**src/rtl/pipe_hazard_ctrl.sv**
```systemverilog
// Stall/flush sequencer for the five-stage pipeline.
// Handles load-use, EX/MEM redirects, memory stalls and the HALT drain.
module pipe_hazard_ctrl #(
    parameter int DRAIN_CYCLES = 2,
    parameter int CNT_W        = 16
) (
    input  logic             clk,
    input  logic             rst,
    input  logic             idex_mem_to_reg,
    input  logic             idex_reg_write,
    input  logic [2:0]       idex_reg_wr_sel,
    input  logic [2:0]       ifid_rs,
    input  logic [2:0]       ifid_rt,
    input  logic             ifid_rs_vld,
    input  logic             ifid_rt_vld,
    input  logic             exmem_branch_cond,
    input  logic             exmem_jr,
    input  logic             exmem_dump,
    input  logic             mem_stall,
    output logic             pc_en,
    output logic             ifid_en,
    output logic             idex_en,
    output logic             exmem_en,
    output logic             memwb_en,
    output logic             ifid_flush,
    output logic             idex_flush,
    output logic             exmem_flush,
    output logic             pc_redirect,
    output logic             halted,
    output logic [CNT_W-1:0] stall_cycles
);

    localparam logic [1:0] RUN      = 2'd0;
    localparam logic [1:0] MEM_WAIT = 2'd1;
    localparam logic [1:0] DRAIN    = 2'd2;
    localparam logic [1:0] HALTED   = 2'd3;

    localparam int DW = (DRAIN_CYCLES > 1) ? $clog2(DRAIN_CYCLES) : 1;
    localparam logic [DW-1:0] DRAIN_LOAD = DW'(DRAIN_CYCLES - 1);

    logic [1:0]    state;
    logic [1:0]    state_nxt;
    logic [DW-1:0] drain_cnt;
    logic [DW-1:0] drain_nxt;
    logic          load_use;
    logic          redirect;

    assign load_use = idex_mem_to_reg & idex_reg_write &
                      ((ifid_rs_vld & (ifid_rs == idex_reg_wr_sel)) |
                       (ifid_rt_vld & (ifid_rt == idex_reg_wr_sel)));
    assign redirect = exmem_branch_cond | exmem_jr;

    assign halted = (state == HALTED);

    always_comb begin
        pc_en       = 1'b0;
        ifid_en     = 1'b0;
        idex_en     = 1'b0;
        exmem_en    = 1'b0;
        memwb_en    = 1'b0;
        ifid_flush  = 1'b0;
        idex_flush  = 1'b0;
        exmem_flush = 1'b0;
        pc_redirect = 1'b0;
        state_nxt   = state;
        drain_nxt   = drain_cnt;
        // Outputs are held quiet for the whole reset window
        if (rst) begin
            unique case (state)
                RUN, MEM_WAIT: begin
                    if (mem_stall) begin
                        state_nxt = MEM_WAIT;
                    end else begin
                        state_nxt = RUN;
                        if (exmem_dump) begin
                            ifid_flush = 1'b1;
                            idex_flush = 1'b1;
                            exmem_en   = 1'b1;
                            memwb_en   = 1'b1;
                            drain_nxt  = DRAIN_LOAD;
                            state_nxt  = DRAIN;
                        end else if (redirect) begin
                            pc_redirect = 1'b1;
                            pc_en       = 1'b1;
                            ifid_en     = 1'b1;
                            idex_en     = 1'b1;
                            exmem_en    = 1'b1;
                            memwb_en    = 1'b1;
                            ifid_flush  = 1'b1;
                            idex_flush  = 1'b1;
                            exmem_flush = 1'b1;
                        end else if (load_use) begin
                            idex_en    = 1'b1;
                            exmem_en   = 1'b1;
                            memwb_en   = 1'b1;
                            idex_flush = 1'b1;
                        end else begin
                            pc_en    = 1'b1;
                            ifid_en  = 1'b1;
                            idex_en  = 1'b1;
                            exmem_en = 1'b1;
                            memwb_en = 1'b1;
                        end
                    end
                end
                DRAIN: begin
                    if (!mem_stall) begin
                        idex_flush  = 1'b1;
                        exmem_flush = 1'b1;
                        memwb_en    = 1'b1;
                        if (drain_cnt == '0) begin
                            state_nxt = HALTED;
                        end else begin
                            drain_nxt = drain_cnt - DW'(1);
                        end
                    end
                end
                HALTED: begin
                    state_nxt = HALTED;
                end
                default: begin
                    state_nxt = RUN;
                end
            endcase
        end
    end

    always_ff @(posedge clk or negedge rst) begin
        if (!rst) begin
            state     <= RUN;
            drain_cnt <= '0;
        end else begin
            state     <= state_nxt;
            drain_cnt <= drain_nxt;
        end
    end

    always_ff @(posedge clk or negedge rst) begin
        if (!rst) begin
            stall_cycles <= '0;
        end else if ((state == RUN || state == MEM_WAIT) && !pc_en &&
                     stall_cycles != {CNT_W{1'b1}}) begin
            stall_cycles <= stall_cycles + CNT_W'(1);
        end
    end

endmodule
```
**config.mk**
```make
export PLATFORM = sky130hd
export DESIGN_NAME = pipe_hazard_ctrl
export DESIGN_NICKNAME = d
export VERILOG_FILES = /design/src/rtl/pipe_hazard_ctrl.sv
export SDC_FILE = /design/constraint.sdc
export NUM_CORES = 1
export LEC_CHECK = 0
export BUFFER_PORTS_ARGS = -buffer_cell sky130_fd_sc_hd__buf_4
export CAP_MARGIN = 20
export CORE_MARGIN = 10
export CORE_UTILIZATION = 33
export DETAILED_ROUTE_END_ITERATION = 7
export GPL_TIMING_DRIVEN = 0
export PLACE_DENSITY_LB_ADDON = 0.1
export REMOVE_ABC_BUFFERS = 1
export SLEW_MARGIN = 20
export SYNTH_ARGS = -nofsm -noshare
export SYNTH_HDL_FRONTEND = slang
export SYNTH_SLANG_ARGS = --single-unit
```
**constraint.sdc**
```tcl
create_clock -name clk -period 5 [get_ports clk]
set_clock_uncertainty 0.05 [all_clocks]
set_input_delay 0.25 -clock clk [delete_from_list [all_inputs] [get_ports clk]]
set_output_delay 0.25 -clock clk [all_outputs]
set_load 0.05 [all_outputs]
```
# Yosys cells after proc, flatten, opt, wreduce, memory -nomap -nowiden
# Cells that the tools add are included.
[totals]
register_bits = 19
input_bits = 19
output_inout_bits = 26
elab_cells = 73
[op_classes]
addsub = 2
eq_ne = 10
muxes = 42
n_bitwise = 6
n_reduce_logical = 10
[op_table]
columns = ["operator", "n"]
rows = [
  ["$mux W1", 34],
  ["$add A16 B1 Y16 const B", 1],
  ["$ne A16 B16 Y1 const B", 1],
  ["$mux W2", 4],
  ["$ne A2 B2 Y1 const B", 4],
  ["$eq A3 B3 Y1", 2],
  ["$pmux W1 S2", 3],
  ["$pmux W2 S3", 1],
  ["$reduce_and A5 Y1", 1],
  ["$and A1 B1 Y1", 4],
  ["$eq A2 B2 Y1 const B", 2],
  ["$reduce_and A3 Y1", 1],
  ["$reduce_or A3 Y1", 1],
  ["$eq A2 B1 Y1 const B", 1],
  ["$logic_and A1 B1 Y1", 2],
  ["$logic_not A2 Y1", 1],
  ["$or A1 B1 Y1", 2],
  ["$reduce_bool A2 Y1", 1],
  ["$reduce_or A2 Y1", 1],
  ["$logic_not A1 Y1", 1],
  ["$logic_or A1 B1 Y1", 1],
  ["$sub A1 B1 Y1 const B", 1],
]

# Logic depth before layout (Yosys ltp)
# Gate-level depths: netlist (run 1).
[depth]
word_depth = 13
depth_mapped = 7
ltp_nobuf = 6

# Worst setup path after synthesis (run 1)
# OpenSTA, ideal clock, no wires.
[synth_path]
kind = "reg-to-output"
start = "register state[1]"
end = "output port idex_flush"
arrival_ps = 2086
required_ps = 4700
setup_slack_ps = 2614
stages_incl_launch_ff = 5
n_path_buf = 0
path_cell_list = "dfrtp_1 inv_1 nor2_1 nor2_1 o31a_1"
[synth_between]
elab_chain_cells = 4
[synth_lines]
columns = ["item", "line", "source"]
rows = [
  ["start: declaration", "41", "logic [1:0] state;"],
  ["start signal: assignment", "133", "state <= state_nxt;"],
  ["$eq A2 B1 Y1 or $logic_not A2 Y1 (tied branches)", "69", "unique case (state)"],
  ["$reduce_or A2 Y1", "69", ""],
  ["$pmux W1 S2 (*)", "69", ""],
  ["$mux W1 (*)", "68", "if (rst) begin"],
  ["end: declaration", "26", "output logic idex_flush,"],
]
# Every way passes the cells marked *; elsewhere a longest branch is shown, timed or not.

# Worst setup path after layout (run 1)
[layout_path]
start = "input port rst"
end = "register stall_cycles[1]"
[layout_between]
elab_chain_cells = 4
[layout_lines]
columns = ["item", "line", "source"]
rows = [
  ["start: declaration", "8", "input logic rst,"],
  ["$mux W1", "68", ""],
  ["$logic_not A1 Y1", "141", "end else if ((state == RUN || state == MEM_WAIT) && !pc_en &&"],
  ["$logic_and A1 B1 Y1 (2 in series)", "141", ""],
  ["end signal: assignment", "143", "stall_cycles <= stall_cycles + CNT_W'(1);"],
  ["end: declaration", "30", "output logic [CNT_W-1:0] stall_cycles"],
]
# No other way between the ends.
# A chain may end at the register's enable or synchronous reset.

==> impl_metrics.ini, run 1 <==
[worst_hold_path]
hold_class = in -> reg
hold_start = exmem_dump

[setup_path]
rr_startpoint = stall_cycles[5]
crit_type = in -> reg
critPathLaunchType = input pin
cp_max_fo = 22
rr_worst_depth = 5
r2r_slack_ns = 2.69
cp.required_ns = 5.13
timing.rr.end = stall_cycles[1]
endpoint_kind = flip-flop
crit_start = rst
critPathCapture = stall_cycles[1]
cp_data_arrival_time_ns = 2.77

[power]
switching_share_pct = 22.4
switchingPower_mw = 0.0572
seqPwrFrac_pct = 60.4
intPower_mw = 0.198
clkPwrFrac_pct = 29.3
peakVddDrop_mv = 0.121
p_leak_nw = 0.731
power_frac_comb_pct = 10.3
power.density_nw_per_um2 = 173

[clocking]
htree_levels = 1
clock_path_buffers = 2
cts.sinks = 19
numCtsBuffers = 3
root_buffer = clkbuf_4
clk_latency_ns = 0.29
cts_resized = 0
holdBufCountCts = 1
cts_setup_buffers = 0
clk_pin_slew_ns = 0.11
cts_tree = yes

[global_route]
grt_pass1_vias = 916
grt_start_max_net_pins = 23
antenna_found_initial = 0
grt_pass1_wl_mm = 4.66
grtUsageTotal_pct = 9.39
grt-ovfl-total = 0

[synth]
synthCells = 109
synth_top_area_share_pct = 44.3
post-synth-top-area-cell = dfrtp_1
synth_cell_type_count = 25
yosysSeqAreaShare_pct = 44.3
ys_warn_count = 0
syn_area_per_cell_um2 = 9.84
synth-edff-count = 0
synthArstFlopShare_pct = 100
yosysMostFrequentCell = dfrtp_1
synth_seq_cells = 19
yosys-top-cells-count = 19 x dfrtp_1, 13 x nor2_1, 11 x xor2_1, 10 x xnor2_1, 8 x nand2_1
syn-cell-area_um2 = 1070
ys_dominant_reg_cell = dfrtp_1
yosys-top-cells-area = dfrtp_1 44%, xor2_1 9.0%, xnor2_1 8.2%, nor2_1 4.6%, nor3_2 3.7%

[drt]
first_pass_iters = 4
drt-initial-drc-count = 19
wl_per_cell_um = 13.7
avgViaCountPerCell = 4.73
via_count = 946
route.detailed.drc = 0
ant_nets = 0
totalWireLength_mm = 2.75

[floorplan]
rows = 20
die_x_um = 77
start_util_pct = 34.8
die_h_um = 77
ios = 45
core_um2 = 3080
die-area_um2 = 5930

[timing]
drv_slew = 0
hold_viol = 0
rsz0062_at_grt = no
setup_viol = 0
clock.fmax_mhz = 378
tightestPinTransition_ns = 0.906
timing.final.crit_share_pct = 52.9
period_needed_ns = 2.64
fin_tns_setup_ns = 0
relSlewSlack_pct = 39.6

[run_status]
outcome = complete, no violations

[cells_and_area]
fin_util_pct = 48.0
fillers = 302
synthToLayoutAreaGrowth_pct = 37.7
diodes = 0
nets = 177
drive_gt1_share_pct = 35.3

[placement]
dpl.hpwl_mm = 2.21
io_buffers = 44
gp_congestion = 0.725

[flow_run]
cap_viol_max_count = 0
registers in the layout, indices dropped and copies added (netlist names):
signal	count
drain_cnt	1
stall_cycles	16
state	2
logic make-up (layout without fill, tap and decap cells):
group                    after synthesis  after routing  share of synthesized area, %
flip-flops                            19             19                          44.3
buffers and inverters                  9             56                          4.20
multiplexers                           1              1                          1.05
adder cells (fa/ha/maj)                1              1                          1.17
AO/OA/AOI/OAI                         10             10                          8.05
XOR/XNOR                              21             21                          17.2
AND/OR/NAND/NOR                       48             48                          24.0
critical path, stage by stage:
cell,delay (ns)
dlygate4sd3_1,0.52
buf_4,0.27
nand2b_1,0.17
or3_1,0.42
o221ai_2,0.75
mux2_1,0.38
power groups by stage:
stage                     combinational [mW]  sequential, mW  clock, mW
final                                 0.0264           0.154     0.0749
after global routing                  0.0292           0.154     0.0894
after CTS                             0.0269           0.154     0.0797
after detailed placement              0.0261           0.157          0
after global placement                0.0256           0.157          0
after floorplan                      0.00849           0.157          0
worst min-delay path by stage:
| stage | cells after the start | to | slack [ns] |
|---|---|---|---|
| 2_1_floorplan | 0 | drain_cnt | -0.1 |
| 3_3_place_gp | 1 | stall_cycles[5] | 0.1 |
| 3_5_place_dp | 1 | stall_cycles[4] | 0.1 |
| 4_1_cts | 3 | state[1] | 0.14 |
| 5_1_grt | 3 | state[1] | 0.14 |
| 6_report | 3 | state[1] | 0.15 |
placed cells by master (no fill, tap or decap), types with 2 or more instances in the layout:
cell type  netlist  layout
buf_4            1      44
dfrtp_1         19      19
nor2_1          13      13
xor2_1          11      11
xnor2_1         10      10
nand2_1          8       8
inv_1            7       7
nand4_1          5       5
nand3_1          5       5
nor3_1           4       4
a21oi_1          4       4
nor3_2           4       4
o21ai_0          3       3
nor4_1           3       3
clkbuf_4         0       3
or3_1            2       2
stage by stage:
stage	std cells	cell area (µm²)	hold WS, ns	setup slack (ns)	power (mW)
final	200	1480	0.148	2.36	0.255
after floorplan	107	1050	-0.0956	2.56	0.166
after global routing	200	1480	0.142	2.17	0.273
after detailed placement	195	1440	0.0967	2.56	0.183
after global placement	195	1440	0.0951	2.58	0.183
after CTS	200	1480	0.135	2.33	0.261
layer usage:
layer  vias up  track usage (%)  wire [µm]
li1        474                -          -
met1       435             11.8       1330
met2        35             14.8       1220
met3         2             2.80        175
met4         0             3.28         23
met5         -                0          0
final cells by class:
cell class | instances | area (µm²) | area share, %
Multi-Input combinational cell | 81 | 552 | 37.4
Sequential cell | 19 | 475 | 32.2
Timing Repair Buffer | 45 | 340 | 23.1
Tap cell | 44 | 55.1 | 3.73
Inverter | 7 | 26.3 | 1.78
Clock buffer | 3 | 22.5 | 1.53
Clock inverter | 1 | 5.00 | 0.339
No activity file was read; power rests on OpenSTA's default activity.
==> run 2, diff against run 1 <==
Clock period 5 ns to 2.4 ns, I/O delays scaled along.
==> impl_metrics.ini, run 2 (synthesis gave the netlist of run 1 again) <==
[run_status]
outcome = complete, no violations

[setup_path]
rr_worst_depth = 5
crit_start = stall_cycles[5]
critPathLaunchType = flip-flop
endpoint_kind = flip-flop
critPathCapture = stall_cycles[1]
r2r_slack_ns = 0.29
cp.required_ns = 2.53
crit_type = reg -> reg
timing.rr.end = stall_cycles[1]
cp_max_fo = 16
rr_startpoint = stall_cycles[5]
cp_data_arrival_time_ns = 2.24

[global_route]
grt_start_max_net_pins = 20
grt_pass1_wl_mm = 4.73
grt-ovfl-total = 0
grtUsageTotal_pct = 9.58
antenna_found_initial = 0
gr-usage-met2_pct = 15.3
grt_pass1_vias = 920
use_met1_pct = 11.9
use_met3_pct = 2.91
busiest_layer = met2

[timing]
setup_viol = 0
drv_slew = 0
relSlewSlack_pct = 43.8
timing.final.crit_share_pct = 88.0
clock.fmax_mhz = 474
fin_tns_setup_ns = 0
tightestPinTransition_ns = 0.840
hold_viol = 0
period_needed_ns = 2.11
rsz0062_at_grt = no

[worst_hold_path]
hold_depth = 3
hold_class = in -> reg

[power]
power_mw = 0.532
intPower_mw = 0.413
power_frac_comb_pct = 10.4
seqPwrFrac_pct = 60.4
peakVddDrop_mv = 0.272
switchingPower_mw = 0.119
switching_share_pct = 22.4
power.density_nw_per_um2 = 357
p_leak_nw = 0.731
clkPwrFrac_pct = 29.2

[flow_run]
cap_viol_max_count = 0

[drt]
avgViaCountPerCell = 4.73
wl_per_cell_um = 14.0
ant_nets = 0
totalWireLength_mm = 2.81
drt-initial-drc-count = 15
first_pass_iters = 4
via_count = 945
route.detailed.drc = 0

[clocking]
clk_pin_slew_ns = 0.11
clock_path_buffers = 2
clk_latency_ns = 0.28
htree_levels = 1
numCtsBuffers = 3
cts_setup_buffers = 0
cts_tree = yes
root_buffer = clkbuf_4
cts.sinks = 19

[cells_and_area]
largest_registers = stall_cycles (16), state (2), drain_cnt (1)
largest_register_ffs = 16
diodes = 0
synthToLayoutAreaGrowth_pct = 38.7
drive_gt1_share_pct = 35.3
nets = 177
final_cell_mix = 44 x buf_4, 19 x dfrtp_1, 13 x nor2_1, 11 x xor2_1, 10 x xnor2_1
mostFrequentLayoutCell = buf_4
largest-register = stall_cycles

[floorplan]
die_h_um = 77
ios = 45
die-area_um2 = 5930
die_x_um = 77
rows = 20
core_um2 = 3080
start_util_pct = 34.8

[placement]
dpl.hpwl_mm = 2.21
io_buffers = 44
gp_congestion = 0.725
## run 2: cell counts in the layout (fill, tap and decap cells not counted)
Identical to the previous run, type by type.
## run 2: routing by layer
| layer | part of all wire [%] | vias to the layer above |
|---|---|---|
| met4 | 0.82 | 0 |
| li1 | - | 473 |
| met2 | 45 | 33 |
| met3 | 6.5 | 2 |
| met1 | 48 | 437 |
| met5 | 0 | - |
## run 2: power by group through the flow
| stage | registers, mW | logic (mW) | clock network, mW |
|---|---|---|---|
| after floorplan | 0.327 | 0.0177 | 0 |
| after global placement | 0.327 | 0.0534 | 0 |
| after detailed placement | 0.327 | 0.0544 | 0 |
| after CTS | 0.321 | 0.0566 | 0.166 |
| after global routing | 0.321 | 0.0614 | 0.187 |
| final | 0.321 | 0.0555 | 0.155 |
## run 2: stage by stage
step / hold WS, ns / util, % / setup WS, ns / cells / cell area (µm²)
after floorplan: -0.226 / - / 0.0313 / 107 / 1050
after global placement: -0.0349 / 46.7 / 0.108 / 195 / 1440
after detailed placement: -0.0333 / 46.7 / 0.0755 / 195 / 1440
after CTS: 0.00507 / 48.0 / 0.0572 / 200 / 1480
after global routing: 0.0119 / 48.3 / 0.113 / 200 / 1490
final: 0.0180 / 48.3 / 0.289 / 200 / 1490
## run 2: area by class of cell
cell class                      instances  area [µm²]
Tap cell                               44        55.1
Multi-Input combinational cell         81         563
Inverter                                7        26.3
Clock inverter                          1        5.00
Fill cell                             307        1590
Sequential cell                        19         475
Timing Repair Buffer                   45         340
Clock buffer                            3        22.5
## run 2: what timing repair did
| action | in CTS | in global routing |
|---|---|---|
| gates resized for setup | 0 | 1 |
| hold buffers | 1 | 0 |
| setup endpoints to repair | 0 | 13 |
| hold endpoints to repair | 19 | 0 |
## run 2: how the worst min path moves through the flow
stage,startpoint,end,slack (ns)
final,exmem_dump,state[1],0.02
after global routing,exmem_dump,state[1],0.01
after global placement,rst,stall_cycles[5],-0.03
after detailed placement,rst,stall_cycles[4],-0.03
after floorplan,rst,drain_cnt,-0.23
after CTS,exmem_dump,state[1],0.005
## run 2: worst max-delay path, stage by stage, from the launching register on
cell and delay, ns:
dfrtp_1 0.43, nand4_1 0.20, nor2_1 0.23, nand3_1 0.20
o221ai_4 0.51, mux2_1 0.38
